## config.mk

```make
export PLATFORM = sky130hd
export DESIGN_NAME = fetch_unit
export DESIGN_NICKNAME = d
export VERILOG_FILES = /design/src/rtl/fetch_unit.sv
export SDC_FILE = /design/constraint.sdc
export NUM_CORES = 1
export LEC_CHECK = 0
export CAP_MARGIN = 20
export CORE_MARGIN = 2
export CORE_UTILIZATION = 45
export CTS_BUF_LIST = sky130_fd_sc_hd__clkbuf_8
export DETAILED_ROUTE_END_ITERATION = 6
export HOLD_SLACK_MARGIN = 0.02
export PLACE_DENSITY_LB_ADDON = 0.1
export SLEW_MARGIN = 10
export SYNTH_ARGS = -nofsm -noshare
export SYNTH_HDL_FRONTEND = slang
export SYNTH_SLANG_ARGS = --single-unit
```

## constraint.sdc

```tcl
create_clock -name i_clk -period 9.57 [get_ports i_clk]
set_input_delay 1.914 -clock i_clk [delete_from_list [all_inputs] [get_ports i_clk]]
set_output_delay 1.914 -clock i_clk [all_outputs]
set_load 0.01 [all_outputs]
```

## src/rtl/fetch_unit.sv

```systemverilog
// Instruction fetch front end: 2-entry in-order {inst, pc} buffer feeding decode, with redirect and halt control.
// Optional misaligned-redirect trap is built when FETCH_MISALIGN_TRAP_EN is defined.
module fetch_unit #(
   parameter logic [31:0] RESET_PC = 32'h0000_0000
) (
   input  logic        i_clk,
   input  logic        i_rst,
   output logic        o_imem_req,
   output logic [31:0] o_imem_addr,
   input  logic        i_imem_ready,
   input  logic        i_imem_rvalid,
   input  logic [31:0] i_imem_rdata,
   output logic        o_valid,
   output logic [31:0] o_inst,
   output logic [31:0] o_pc,
   output logic [31:0] o_pc_plus4,
   input  logic        i_stall,
   input  logic        i_redirect,
   input  logic [31:0] i_redirect_pc,
   input  logic        i_halt,
   output logic        o_fetch_trap
);

   localparam int unsigned XLEN = 32;
   localparam int unsigned CW   = 2;
   localparam logic [XLEN-1:0] NOP        = 32'h0000_0013;
   localparam logic [XLEN-1:0] STEP       = 32'd4;
   localparam logic [XLEN-1:0] ALIGN_MASK = 32'hFFFF_FFFC;

   typedef enum logic [1:0] {
      ST_BOOT,
      ST_RUN,
      ST_HALT
   } state_t;

   typedef struct packed {
      logic [XLEN-1:0] inst;
      logic [XLEN-1:0] pc;
   } entry_t;

   state_t          state_q, state_d;
   logic [XLEN-1:0] pc_q, pc_d;
   logic [XLEN-1:0] rsp_pc_q, rsp_pc_d;
   entry_t          head_q, head_d;
   entry_t          tail_q, tail_d;
   logic [CW-1:0]   cnt_q, cnt_d;
   logic [CW-1:0]   out_q, out_d;
   logic [CW-1:0]   stale_q, stale_d;
   logic            trap_q, trap_d;

   logic            pop_c;
   logic            accept_c;
   logic            rsp_c;
   logic            push_c;
   logic            misalign_c;
   logic [XLEN-1:0] target_c;
   logic [CW-1:0]   cnt_pop_c;
   logic [CW:0]     commit_c;

   // Redirect target qualification
   always_comb begin
`ifdef FETCH_MISALIGN_TRAP_EN
      target_c   = i_redirect_pc;
      misalign_c = |i_redirect_pc[1:0];
`else
      target_c   = i_redirect_pc & ALIGN_MASK;
      misalign_c = 1'b0;
`endif
   end

   assign o_valid      = (cnt_q != '0);
   assign o_inst       = o_valid ? head_q.inst : NOP;
   assign o_pc         = o_valid ? head_q.pc : pc_q;
   assign o_pc_plus4   = o_pc + STEP;
   assign o_imem_addr  = pc_q;
   assign o_fetch_trap = trap_q;

   // A head leaving this cycle frees its slot, which is what allows one instruction per cycle.
   assign pop_c      = o_valid & ~i_stall & ~i_redirect;
   assign commit_c   = (CW+1)'(cnt_q) + (CW+1)'(out_q) - (CW+1)'(pop_c);
   assign o_imem_req = (state_q == ST_RUN) & ~i_redirect & (commit_c < (CW+1)'(2));
   assign accept_c   = o_imem_req & i_imem_ready;
   assign rsp_c      = i_imem_rvalid & (out_q != '0);
   assign push_c     = rsp_c & (stale_q == '0) & ~i_redirect;
   assign cnt_pop_c  = cnt_q - CW'(pop_c);

   always_comb begin
      state_d  = state_q;
      pc_d     = pc_q;
      rsp_pc_d = rsp_pc_q;
      head_d   = head_q;
      tail_d   = tail_q;
      cnt_d    = cnt_pop_c;
      out_d    = out_q + CW'(accept_c) - CW'(rsp_c);
      stale_d  = stale_q;
      trap_d   = trap_q;

      if (pop_c) begin
         head_d = tail_q;
      end
      if (push_c && (cnt_pop_c < CW'(2))) begin
         if (cnt_pop_c == '0) begin
            head_d = '{inst: i_imem_rdata, pc: rsp_pc_q};
         end else begin
            tail_d = '{inst: i_imem_rdata, pc: rsp_pc_q};
         end
         cnt_d = cnt_pop_c + CW'(1);
      end
      if (push_c) begin
         rsp_pc_d = rsp_pc_q + STEP;
      end
      if (accept_c) begin
         pc_d = pc_q + STEP;
      end
      if (rsp_c && (stale_q != '0)) begin
         stale_d = stale_q - CW'(1);
      end

      case (state_q)
         ST_BOOT: state_d = ST_RUN;
         ST_RUN:  if (i_halt && !i_redirect) state_d = ST_HALT;
         ST_HALT: if (i_redirect) state_d = ST_RUN;
         default: state_d = ST_BOOT;
      endcase

      // Redirect wins over stall and halt; everything still in flight becomes stale.
      if (i_redirect) begin
         cnt_d    = '0;
         pc_d     = target_c;
         rsp_pc_d = target_c;
         stale_d  = out_d;
         trap_d   = misalign_c;
         if (misalign_c) begin
            state_d = ST_HALT;
         end
      end
   end

   always_ff @(posedge i_clk or posedge i_rst) begin
      if (i_rst) begin
         state_q  <= ST_BOOT;
         pc_q     <= RESET_PC;
         rsp_pc_q <= RESET_PC;
         head_q   <= '0;
         tail_q   <= '0;
         cnt_q    <= '0;
         out_q    <= '0;
         stale_q  <= '0;
         trap_q   <= 1'b0;
      end else begin
         state_q  <= state_d;
         pc_q     <= pc_d;
         rsp_pc_q <= rsp_pc_d;
         head_q   <= head_d;
         tail_q   <= tail_d;
         cnt_q    <= cnt_d;
         out_q    <= out_d;
         stale_q  <= stale_d;
         trap_q   <= trap_d;
      end
   end

endmodule

```

==> run_results.csv <==
group,metric,value,unit
run_status,run_status,"completed",
drt,detail_route.wl_per_cell,18.5,um
global_route,antenna_found_initial,0,
cts,cts_tree,"yes",
sta,clock-skew-final,16.9,ps
cts,clock_sinks,194,
floorplan,ioPinCount,202,
cts,cts_setup_buffers,0,
sta,fmax,0.148,GHz
final_layout,drive_above_1_share,12.0,%
synthesis,synth_top_area_share,46.2,%
sta,rsz0062_at_grt,"false",
floorplan,fp.dieW,157,um
place,portBuffers,196,
cts,htreeDepth,4,
drt,ant_nets,0,
final_layout,n_antenna_cell,0,
sta,period_share,70.4,%
cts,numCtsBuffers,17,
drt,num_vias,8696,
synthesis,yosys_warnings,0,
cts,clockBufferDepth,2,
critical_path,required,7660,ps
drt,avgViaCountPerCell,5.58,
sta,setup_viol,0,
power_and_ir_drop,ir_worst_vdd,152,uV
power_and_ir_drop,total_power,3290,uW
synthesis,async_flop_share,100,%
flow_run,max_cap_violations,0,
floorplan,rows,55,
place,dpl.hpwl,19.3,mm
synthesis,synth_cell_types,59,
power_and_ir_drop,power.density,250,nW/um2
drt,drt_wl_total,28.8,mm
place,place_ws,2840,ps
global_route,grt_pass1_wl,45.3,mm
drt,drt_iter0_drc,514,
final_layout,multi_input_area,5270,um2
hold_path,hold-path-endpoint,"tail_q[42]",
cts,clk_pin_slew_worst_paths,100,ps
critical_path,rr_worst_depth,17,
critical_path,reg2reg_from,"cnt_q[1]",
critical_path,critical_path.startpoint_type,"input port",
sta,maxSlewViolCount,0,
cts,ctsHoldBuffers,0,
hold_path,hold_start,"tail_q[42]",
floorplan,dieArea,24600,um2
final_layout,area_growth,25.2,%
critical_path,arrival,4820,ps
cts,clock_latency,470,ps
cts,cts-root-buf,"clkbuf_8",
sta,max_slew_margin,36.3,%
synthesis,synth_most_common_cell,"dfrtp_1",
cts,cts_resized,0,
synthesis,synth_area_leaders,"dfrtp_1 46%, mux2_2 8.3%, mux2i_1 6.5%",
global_route,grt_overflow_total,0,
floorplan,fp.coreArea,22800,um2
critical_path,cp-end-kind,"output port",
critical_path,r2r-end,"stale_q[1]",
final_layout,seqCellArea,4850,um2
critical_path,critical_path_class,"in2out",
hold_path,holdPathStages,1,
place,place_congestion,0.811,
synthesis,ys_seq_area_share,46.2,%
floorplan,die_h,157,um
global_route,grt_use_total,23.8,%
synthesis,ys_ff_latch,194,
final_layout,finalNetCount,1314,
synthesis,synth_edf_count,0,
synthesis,synthCells,1067,
synthesis,yosys.area.top_type,"dfrtp_1",
sta,finalHoldViolCount,0,
sta,period_minus_slack,6740,ps
power_and_ir_drop,leakage,0.00575,uW
synthesis,avgSynthCellArea,9.85,um2
drt,first_pass_iters,7,
critical_path,rrSetupSlack,4450,ps
sta,worst_pin_slew,951,ps
synthesis,yosys_most_used_dff,"dfrtp_1",
hold_path,min_path_type,"reg2reg",
sta,tns,0,ps
global_route,first_global_vias,8354,
drt,drc,0,
synthesis,synth_common_cells,"194 x dfrtp_1, 175 x nand2_1, 115 x o21ai_0",
global_route,grt_max_degree,116,
final_layout,nFillCells,2033,
synthesis,syn_area,10500,um2
floorplan,initial_core_util,46.1,%
sta,final.setup.worst_slack,2830,ps
critical_path,crit_fanout,22,
-- worst max path at each step --
stage               cells past startpoint     from    endpoint  slack (ps)
finish                                  8  i_stall  o_imem_req        2830
floorplan                               1    i_rst    cnt_q[0]        2370
global route                            8  i_stall  o_imem_req        2660
global placement                        8  i_stall  o_imem_req        2850
detailed placement                      8  i_stall  o_imem_req        2840
CTS                                     8  i_stall  o_imem_req        2820
-- through the flow --
step	hold slack [ps]	area, um2	instances	utilization [%]
2_1_floorplan	470	10500	1069	-
3_3_place_gp	488	12700	1526	55.7
3_5_place_dp	494	12700	1526	55.7
4_1_cts	512	13100	1558	57.7
5_1_grt	528	13200	1559	57.8
6_report	513	13200	1559	57.8
-- worst max-delay path, cell delays in order --
cell and delay [ps]:
clkdlybuf4s50_1 430, or3_4 580, nor2_1 240, o21ai_0 140, fa_1 500, nor4bb_1 250, and2_1 180, clkdlybuf4s50_1 570
-- layout by cell type (no fill, tap or decap), types with 3 or more instances in the layout --
master / n
a31oi_1: 8
or4bb_1: 5
mux2i_1: 68
nor2_1: 25
a21oi_1: 13
bufinv_16: 4
and3_1: 13
nand3_1: 37
nand2_1: 175
xnor2_1: 32
mux2_2: 77
clkdlybuf4s50_1: 195
o211ai_1: 27
nor4_1: 5
and2_1: 39
nand4_1: 25
inv_1: 20
o311ai_0: 7
buf_4: 17
inv_6: 5
and4_1: 5
nor3_1: 11
ha_1: 9
xor2_1: 36
conb_1: 3
clkbuf_8: 17
nand2b_1: 5
dfrtp_1: 194
or3b_2: 4
o21ai_0: 115
-- layout make-up --
cell class / instances / area share (%)
clock buffer: 17 / 1.78
clock inverter: 15 / 1.55
inverter: 23 / 0.713
multi-input combinational: 783 / 40.1
timing repair buffer: 214 / 16.0
tap: 313 / 2.98
sequential: 194 / 36.9
-- registers in the layout (all words and copies together) (netlist names) --
name / count
head_q: 64
state_q: 2
rsp_pc_q: 30
stale_q: 2
out_q: 2
tail_q: 62
cnt_q: 2
o_imem_addr: 30
-- power by group --
part	leakage, uW	internal (uW)	switching (uW)
Sequential	0.00245	1090	224
Clock	0.000221	289	314
Combinational	0.00308	714	659
-- cell families (layout without fill, tap and decap cells) --
| logic type | count (synthesis) | in the layout | share of synthesized area (%) |
|---|---|---|---|
| compound gates | 186 | 186 | 10.5 |
| xor+xnor | 68 | 68 | 5.67 |
| fa+ha+maj | 10 | 10 | 1.26 |
| buf+inv | 92 | 269 | 3.86 |
| flops | 194 | 194 | 46.2 |
| mux | 145 | 145 | 14.7 |
| other cells | 1 | 3 | 0.0357 |
| simple gates | 371 | 371 | 17.8 |
-- per-layer routing --
metal	vias up	GRT usage, %	wire length [um]
met5	-	0	0
met4	0	5.77	442
met3	24	7.01	2480
met2	349	36.9	12800
met1	4250	33.0	13100
li1	4073	-	-
(Power assumes the default switching activity.)
